[src/rtl/fb_arbiter.sv]
// fb_arbiter: shares a single-port frame buffer RAM between the VGA display
// reader and the camera capture writer. Display reads always win; camera
// writes wait in a small FIFO and drain in the slots the display leaves free.
// The 320x240 buffer is shown 2x upscaled on a 640x480 raster.
//
// Ports
//   gobal_clk, reset         pixel clock, synchronous active-high reset
//   vga_row/col/valid        raster position from the timing generator
//   pix_out, pix_valid       pixel for the position sampled two edges earlier
//   cam_wr_en/addr/data      camera write request, accepted when cam_ready
//   cam_ready                write queue not full (combinational)
//   mem_addr/we/wdata        registered RAM request
//   mem_rdata                RAM read data, one cycle after the request
//   err_drop                 sticky: write offered while full or out of range
module fb_arbiter #(
  parameter int unsigned FB_W     = 320,
  parameter int unsigned FB_H     = 240,
  parameter int unsigned DATA_W   = 12,
  parameter int unsigned ADDR_W   = 17,
  parameter int unsigned WQ_DEPTH = 4
) (
  input  logic              gobal_clk,
  input  logic              reset,
  input  logic [9:0]        vga_row,
  input  logic [9:0]        vga_col,
  input  logic              vga_valid,
  output logic [DATA_W-1:0] pix_out,
  output logic              pix_valid,
  input  logic              cam_wr_en,
  input  logic [ADDR_W-1:0] cam_addr,
  input  logic [DATA_W-1:0] cam_data,
  output logic              cam_ready,
  output logic [ADDR_W-1:0] mem_addr,
  output logic              mem_we,
  output logic [DATA_W-1:0] mem_wdata,
  input  logic [DATA_W-1:0] mem_rdata,
  output logic              err_drop
);

  localparam int unsigned PTR_W = (WQ_DEPTH > 1) ? $clog2(WQ_DEPTH) : 1;
  localparam int unsigned CNT_W = PTR_W + 1;
  localparam logic [ADDR_W:0] FB_SIZE = (ADDR_W+1)'(FB_W * FB_H);

  typedef enum logic [1:0] {
    SLOT_IDLE  = 2'd0,
    SLOT_READ  = 2'd1,
    SLOT_WRITE = 2'd2
  } slot_e;

  // Write queue storage and bookkeeping
  logic [ADDR_W-1:0] r_q_addr [WQ_DEPTH];
  logic [DATA_W-1:0] r_q_data [WQ_DEPTH];
  logic [PTR_W-1:0]  r_wr_ptr;
  logic [PTR_W-1:0]  r_rd_ptr;
  logic [CNT_W-1:0]  r_count;

  // Read pipeline: stage 0 = request issued, stage 1 = RAM output valid
  logic r_vv0, r_vv1;
  logic r_rd0, r_rd1;

  slot_e             w_slot;
  logic              w_full;
  logic              w_in_range;
  logic              w_push;
  logic              w_pop;
  logic              w_drop;
  logic [ADDR_W-1:0] w_rd_addr;
  logic              w_unused_row;

  // Row LSB is dropped by the 2x vertical upscale
  assign w_unused_row = vga_row[0];

  assign w_full     = (r_count == CNT_W'(WQ_DEPTH));
  assign cam_ready  = !w_full;
  assign w_in_range = ({1'b0, cam_addr} < FB_SIZE);
  assign w_push     = cam_wr_en && !w_full && w_in_range;
  assign w_drop     = cam_wr_en && (w_full || !w_in_range);
  assign w_pop      = (w_slot == SLOT_WRITE);

  // Buffer address for the current raster position (2x upscale)
  assign w_rd_addr = ADDR_W'(vga_row[9:1]) * ADDR_W'(FB_W) + ADDR_W'(vga_col[9:1]);

  // Slot grant: even visible columns read, otherwise drain the queue
  always_comb begin
    w_slot = SLOT_IDLE;
    if (vga_valid && !vga_col[0]) begin
      w_slot = SLOT_READ;
    end else if (r_count != '0) begin
      w_slot = SLOT_WRITE;
    end
  end

  // Queue payload; no reset needed, validity is tracked by r_count
  always_ff @(posedge gobal_clk) begin
    if (w_push) begin
      r_q_addr[r_wr_ptr] <= cam_addr;
      r_q_data[r_wr_ptr] <= cam_data;
    end
  end

  // Queue pointers and occupancy
  always_ff @(posedge gobal_clk) begin
    if (reset) begin
      r_wr_ptr <= '0;
      r_rd_ptr <= '0;
      r_count  <= '0;
    end else begin
      if (w_push) r_wr_ptr <= r_wr_ptr + PTR_W'(1);
      if (w_pop)  r_rd_ptr <= r_rd_ptr + PTR_W'(1);
      case ({w_push, w_pop})
        2'b10:   r_count <= r_count + CNT_W'(1);
        2'b01:   r_count <= r_count - CNT_W'(1);
        default: r_count <= r_count;
      endcase
    end
  end

  // RAM request register; mem_addr holds through idle slots
  always_ff @(posedge gobal_clk) begin
    if (reset) begin
      mem_addr  <= '0;
      mem_we    <= 1'b0;
      mem_wdata <= '0;
    end else begin
      case (w_slot)
        SLOT_READ: begin
          mem_addr <= w_rd_addr;
          mem_we   <= 1'b0;
        end
        SLOT_WRITE: begin
          mem_addr  <= r_q_addr[r_rd_ptr];
          mem_wdata <= r_q_data[r_rd_ptr];
          mem_we    <= 1'b1;
        end
        default: mem_we <= 1'b0;
      endcase
    end
  end

  // Sticky drop flag
  always_ff @(posedge gobal_clk) begin
    if (reset) begin
      err_drop <= 1'b0;
    end else if (w_drop) begin
      err_drop <= 1'b1;
    end
  end

  // Display pipeline; odd columns keep the pixel fetched on the even column
  always_ff @(posedge gobal_clk) begin
    if (reset) begin
      r_vv0     <= 1'b0;
      r_vv1     <= 1'b0;
      r_rd0     <= 1'b0;
      r_rd1     <= 1'b0;
      pix_valid <= 1'b0;
      pix_out   <= '0;
    end else begin
      r_vv0     <= vga_valid;
      r_vv1     <= r_vv0;
      r_rd0     <= (w_slot == SLOT_READ);
      r_rd1     <= r_rd0;
      pix_valid <= r_vv1;
      if (!r_vv1) begin
        pix_out <= '0;
      end else if (r_rd1) begin
        pix_out <= mem_rdata;
      end
    end
  end

endmodule

[config.mk]
export PLATFORM = sky130hd
export DESIGN_NAME = fb_arbiter
export DESIGN_NICKNAME = d
export VERILOG_FILES = /design/src/rtl/fb_arbiter.sv
export SDC_FILE = /design/constraint.sdc
export NUM_CORES = 1
export LEC_CHECK = 0
export BUFFER_PORTS_ARGS = -buffer_cell sky130_fd_sc_hd__clkbuf_2
export CAP_MARGIN = 5
export CORE_MARGIN = 2
export CORE_UTILIZATION = 48
export CTS_CLUSTER_DIAMETER = 100
export DETAILED_ROUTE_END_ITERATION = 6
export HOLD_SLACK_MARGIN = 0.06
export PLACE_DENSITY = 0.72
export SLEW_MARGIN = 20
export SYNTH_ARGS = -nofsm -noshare
export SYNTH_HDL_FRONTEND = slang
export SYNTH_SLANG_ARGS = --single-unit
[constraint.sdc]
create_clock -name gobal_clk -period 2.3 [get_ports gobal_clk]
set_input_delay 0.23 -clock gobal_clk [delete_from_list [all_inputs] [get_ports gobal_clk]]
set_output_delay 0.23 -clock gobal_clk [all_outputs]
set_load 0.05 [all_outputs]
==> key figures, run 1 <==
Critical path
  – Critical Path AT: 2.57 ns
  – Critical path endpoint category: register
  – Worst path required time: 2.65 ns
  – Critical Path Source Type: input port
  – Critical Path Fanout Max: 5
  – Setup CP Type: input port to register

Drt
  – Routed via count: 4411
  – Vias/cell: 5.21
  – Final ANT Viol Nets: 0
  – Initial drt markers: 249
  – Wire per inst: 16.9 um
  – DR pass1 iterations: 4
  – Final wirelength: 14300 um
  – Residual DRC: 0

Synth
  – Syn_nets: 561
  – Async set or reset register ratio after synthesis: 0%
  – Main synth FF type: edfxtp_1
  – Yosys top cell area share: 49.2%
  – Mapped Area: 7090 um^2
  – Dominant cells by area after synthesis: edfxtp_1 (49%), dfxtp_1 (16%), mux4_2 (9.2%)
  – Yosys warns: 0
  – Mean Syn Cell Area: 15.0 um^2
  – Synth cell types: 45
  – Cell taking the most area after synthesis: edfxtp_1
  – Gate count of the mapped netlist: 471
  – Seq/Total Area, Yosys: 65.3%
  – Number of flops mapped to enable cells by yosys: 116
  – Synth Register Bits: 173

Timing
  – Max Slew Vio Count: 0
  – Period minus WS final: 2.22 ns
  – Worst slew pin tran: 0.717 ns
  – Fmax: 451 MHz
  – Clock Skew: 0.00847 ns
  – Hold slack: 0.0695 ns
  – Endpoints failing hold: 0
  – Post-layout worst setup margin: 0.0808 ns
  – Final period utilization: 96.5%
  – Slew Limit Headroom: 52.1%
  – Final setup viols: 0

Floorplanning
  – # rows: 44
  – Ports: 110
  – Initial core utilization: 48.9%
  – Chip Width: 125 um
  – Die Span Y: 125 um
  – Die ar.: 15700 um^2
  – Core Area: 14500 um^2

Power
  – Pwr dens: 1040 nW/um^2
  – Max IR drop VDD: 0.563 mV
  – Leakage power: 3.47 nW

Finish
  – Area Overhead vs Synth: 27.2%
  – Share of layout cells above drive strength 1: 32.6%
  – Most frequent cells in the layout: edfxtp_1 (116), clkbuf_2 (105), dfxtp_1 (57)
  – Most common cell after layout, fill and taps aside: edfxtp_1
  – Finished Cell Area: 9010 um^2
  – Fin cells: 846
  – # diodes: 0
  – Nets@finish: 739

Clock tree
  – Clock transition at path regs: 0.07 ns
  – CTS tree: yes
  – H-Tree Depth: 4
  – Root buf cell: clkbuf_16
  – Clock sinks: 173
  – Later-pin clock latency in the skew report: 0.42 ns
  – TritonCTS buffer count: 17
  – CTS max path bufs: 2

Place
  – Post-DP HPWL: 9540 um
  – IO buf count: 108
  – Post-DP Area: 8050 um^2
  – Placed cells: 775
  – RD Place Congestion: 0.830
  – DP Worst Slack: -0.202 ns

Global route
  – Initial antenna violation count: 0
  – Largest net degree at the start of global routing: 30
  – First-pass GRT wire length: 23500 um
  – Vias in the first global route: 4749
  – Grt total ovfl: 0
  – GR Util All Layers: 19.1%

Run
  – Max cap viols: 0

Outcome
  – Status: finished, final reports clean

Min path
  – Hold crit path type: input port to register
-- cells by family (layout without fill, tap and decap cells) --
logic type | count (synthesis) | in the layout | synth area share (%)
AO/OA/AOI/OAI | 58 | 58 | 5.54
buffers and inverters | 35 | 226 | 2.10
XOR/XNOR | 17 | 17 | 2.47
flip-flops | 173 | 173 | 65.3
AND/OR/NAND/NOR | 109 | 109 | 7.13
adder cells (fa/ha/maj) | 25 | 25 | 4.73
multiplexers | 54 | 54 | 12.7
-- power breakdown --
| group | total (mW) | switching [mW] | leakage (nW) | internal [mW] |
|---|---|---|---|---|
| sequential | 3.94 | 0.259 | 1.52 | 3.68 |
| clock | 2.66 | 1.20 | 0.282 | 1.46 |
| combinational | 2.80 | 1.69 | 1.66 | 1.10 |
| total | 9.40 | 3.15 | 3.47 | 6.25 |
-- critical path: stages --
cell,delay [ns]
dlygate4sd3_1,0.55
buf_4,0.16
a211o_1,0.26
a21boi_2,0.15
and2_4,0.16
inv_1,0.04
ha_1,0.20
inv_1,0.08
fa_1,0.18
xor2_1,0.08
or3_1,0.32
a21oi_1,0.15
-- cells in the mapped netlist (3+ instances only) --
library cell / count
or3_1: 3
xnor2_1: 8
a211oi_1: 21
xor2_1: 7
buf_1: 4
a21oi_1: 21
nor2b_1: 10
nand2_1: 29
dfxtp_1: 57
buf_2: 4
nand2b_1: 4
and3_1: 4
fa_1: 3
mux2i_1: 25
nand3_1: 6
nor3_1: 3
edfxtp_1: 116
buf_4: 3
ha_1: 22
mux4_2: 29
inv_1: 10
clkbuf_1: 11
o21ai_0: 4
nor2_1: 43
-- worst paths after layout --
path | from | endpoint | slack, ns | cells after the start
worst max-delay path | cam_addr[15] | r_count[2]$_SDFFE_PP0P_ | 0.08 | 12
worst min-delay path | mem_rdata[2] | pix_out[2]$_SDFFE_PP0P_ | 0.07 | 3
worst max register to register | r_count[1]$_SDFFE_PP0P_ | r_count[2]$_SDFFE_PP0P_ | 0.08 | 11
worst min register to register | r_vv0$_SDFF_PP0_ | r_vv1$_SDFF_PP0_ | 0.44 | 1
-- cell type report --
cell class	count	area (um^2)
fillers	1067	5470
flip-flops and latches	173	4620
multi-input cells	263	2340
repair buffers	182	1220
clock buffers	18	450
well taps	184	230
clock inverters	14	106
inverters	12	45.0
-- flip-flops by register name, indices dropped and copies added, names as in the netlist, 2 cells and up, named ones only --
name	flops
mem_wdata	12
pix_out	12
mem_addr	17
r_wr_ptr	2
r_rd_ptr	2
r_q_data	48
r_count	3
r_q_addr	68
-- timing repair --
item                                    4_1_cts  5_1_grt
resized for setup                             0        7
endpoints found under the setup margin        0        2
setup buffers                                 0        1
endpoints found under the hold margin       127        0
hold buffers                                 40        0
-- per-layer routing --
metal	vias up	global-route usage (%)	wire length [um]
met2	128	33.6	7590
li1	2130	-	-
met4	0	6.80	229
met5	-	0	0
met3	24	4.07	756
met1	2129	23.2	5760
-- metrics by stage --
step	util, %	power, mW	setup TNS [ns]
floorplan	-	5.96	-0.0281
global route	62.3	9.85	-0.00317
finish	62.3	9.40	0
global placement	55.6	6.64	-0.502
CTS	62.2	9.47	0
detailed placement	55.6	6.73	-0.758
Note: power is estimated with default switching activity, not from simulation.
==> inputs of run 2 (changes only) <==
SETUP_SLACK_MARGIN = 0.5   (was not set)
==> key figures, run 2 (synthesized netlist as in run 1, its figures left out) <==
Critical path
  – Setup CP Type: register to register (was input port to register)
  – Critical Path Fanout Max: 2 (was 5)
  – Worst path required time: 2.66 ns (was 2.65 ns)
  – Worst R2R Path Depth: 11 (unchanged)
  – Critical Path AT: 2.36 ns (was 2.57 ns)
  – Critical Path Source Type: register (was input port)
  – Critical path endpoint category: register (unchanged)

Global route
  – GR Util All Layers: 18.1% (was 19.1%)
  – Largest net degree at the start of global routing: 30 (unchanged)
  – Initial antenna violation count: 0 (unchanged)
  – First-pass GRT wire length: 22100 um (was 23500 um)
  – Grt total ovfl: 0 (unchanged)
  – Vias in the first global route: 4481 (was 4749)

Finish
  – Most frequent cells in the layout: edfxtp_1 (116), clkbuf_2 (106), dfxtp_1 (54) (was edfxtp_1 (116), clkbuf_2 (105), dfxtp_1 (57))
  – Share of layout cells above drive strength 1: 37.2% (was 32.6%)
  – Nets@finish: 749 (was 739)
  – # diodes: 0 (unchanged)
  – Number of flip-flops in the largest register: 68 (unchanged)
  – Most common cell after layout, fill and taps aside: edfxtp_1 (unchanged)
  – Largest registers: r_q_addr (68), r_q_data (48), mem_addr (17) (unchanged)
  – Reg with most FFs: r_q_addr (unchanged)
  – Fin cells: 856 (was 846)
  – Area Overhead vs Synth: 31.3% (was 27.2%)
  – Layout Utilization: 64.2% (was 62.3%)
  – Fillers: 1063 (was 1067)

Floorplanning
  – Die ar.: 15700 um^2 (unchanged)
  – Initial core utilization: 48.9% (unchanged)
  – Die Span Y: 125 um (unchanged)
  – Ports: 110 (unchanged)
  – # rows: 44 (unchanged)
  – Chip Width: 125 um (unchanged)
  – Core Area: 14500 um^2 (unchanged)

Timing
  – Unrepaired setup endpoints after global routing: yes
  – Max Slew Vio Count: 0 (unchanged)
  – Period minus WS final: 2.00 ns (was 2.22 ns)
  – Final setup viols: 0 (unchanged)
  – Endpoints failing hold: 0 (unchanged)
  – Worst slew pin tran: 0.704 ns (was 0.717 ns)
  – Slew Limit Headroom: 53.0% (was 52.1%)
  – Clock Skew: 0.00775 ns (was 0.00847 ns)
  – Final period utilization: 87.0% (was 96.5%)
  – Fmax: 500 MHz (was 451 MHz)

Place
  – Placed cells: 771 (was 775)
  – IO buf count: 108 (unchanged)
  – RD Place Congestion: 0.818 (was 0.830)
  – Post-DP HPWL: 8910 um (was 9540 um)

Drt
  – Wire per inst: 16.1 um (was 16.9 um)
  – Residual DRC: 0 (unchanged)
  – Final wirelength: 13800 um (was 14300 um)
  – Vias/cell: 5.14 (was 5.21)
  – Initial drt markers: 210 (was 249)
  – Final ANT Viol Nets: 0 (unchanged)
  – Routed via count: 4397 (was 4411)
  – DR pass1 iterations: 4 (unchanged)

Clock tree
  – Later-pin clock latency in the skew report: 0.42 ns (about the same)
  – Root buf cell: clkbuf_16 (unchanged)
  – Clock sinks: 173 (unchanged)
  – H-Tree Depth: 4 (unchanged)
  – CTS max path bufs: 2 (unchanged)
  – CTS tree: yes (unchanged)
  – Clock transition at path regs: 0.06 ns (was 0.07 ns)
  – TritonCTS buffer count: 17 (unchanged)

Run
  – Max cap viols: 0 (unchanged)

Power
  – Switching Share: 32.5% (was 33.5%)
  – Pwr dens: 1050 nW/um^2 (was 1040 nW/um^2)
  – P_sw: 3.18 mW (was 3.15 mW)
  – Internal Dissipation: 6.60 mW (was 6.25 mW)
  – Leakage power: 3.56 nW (was 3.47 nW)
  – Seq pwr share: 39.9% (was 41.9%)
  – Clock power frac: 29.1% (was 28.3%)
  – Comb power frac: 31.0% (was 29.7%)
  – Max IR drop VDD: 0.631 mV (was 0.563 mV)

Min path
  – Hold depth: 3 (unchanged)
  – Hold crit path type: input port to register (unchanged)

Outcome
  – Status: finished, final reports clean (unchanged)
[run 2: changes by cell type in the layout (fill, tap and decap cells not counted), sizes merged]
cell          before  now
inv               17   16
dlygate4sd3       39   40
bufinv             0    1
clkinv             9    5
dlymetal6s4s       1    0
clkbuf           123  128
buf               37   46
[run 2: power by group through the flow]
stage               combinational, mW  sequential, mW  clock [mW]
floorplan                        1.50            4.54           0
global placement                 2.76            3.96           0
detailed placement               2.81            3.97           0
CTS                              2.95            3.90        2.90
global route                     3.26            3.94        3.02
finish                           3.04            3.90        2.85
[run 2: per-layer routing]
metal / up-vias / GRT usage (%) / wire [um]
met4: 0 / 5.69 / 177
met3: 13 / 5.22 / 681
li1: 2147 / - / -
met1: 2134 / 23.5 / 6030
met5: - / 0 / 0
met2: 103 / 29.6 / 6910
[run 2: layout make-up]
class	instances	area, um^2	share of cell area, %
Timing Repair Buffer	192	1310	14.1
Clock buffer	22	497	5.34
Sequential cell	173	4630	49.8
Clock inverter	10	100	1.08
Inverter	12	55.1	0.592
Tap cell	184	230	2.47
Multi-Input combinational cell	263	2480	26.7
[run 2: path summary, 6_finish.rpt]
kind                      startpoint                      end  slack, ns
min                     mem_rdata[4]  pix_out[4]$_SDFFE_PP0P_       0.06
max reg2reg  r_count[1]$_SDFFE_PP0P_  r_count[2]$_SDFFE_PP0P_       0.30
max          r_count[1]$_SDFFE_PP0P_  r_count[2]$_SDFFE_PP0P_       0.30
min reg2reg         r_rd0$_SDFF_PP0_         r_rd1$_SDFF_PP0_       0.44
[run 2: repair_timing]
| action | in CTS | in global routing |
|---|---|---|
| hold buffers | 40 | 0 |
| buffers inserted | 8 | 5 |
| endpoints found under the hold margin | 124 | 0 |
| gates resized for setup | 5 | 17 |
| setup endpoints to repair | 6 | 10 |
| cloned | 0 | 0 |
| pin swaps | 12 | 7 |
[run 2: through the flow]
step / TNS (ns) / setup slack, ns / area [um^2] / power, mW / hold slack [ns]
finish: 0 / 0.298 / 9300 / 9.79 / 0.0644
global route: 0 / 0.223 / 9300 / 10.2 / 0.0740
CTS: 0 / 0.326 / 9190 / 9.75 / 0.0606
detailed placement: -0.419 / -0.151 / 8110 / 6.79 / 0.431
global placement: -0.171 / -0.0999 / 8110 / 6.72 / 0.422
floorplan: 0 / 0.146 / 7200 / 6.04 / 0.329
[run 2: critical path, stage by stage (launching register included)]
cell and delay (ns):
dfxtp_4 0.36, inv_4 0.06, nand3_4 0.07, a21boi_4 0.14
and2_4 0.14, inv_2 0.06, ha_4 0.12, inv_2 0.03
fa_2 0.33, xor2_1 0.16, or3_1 0.33, a21oi_2 0.12
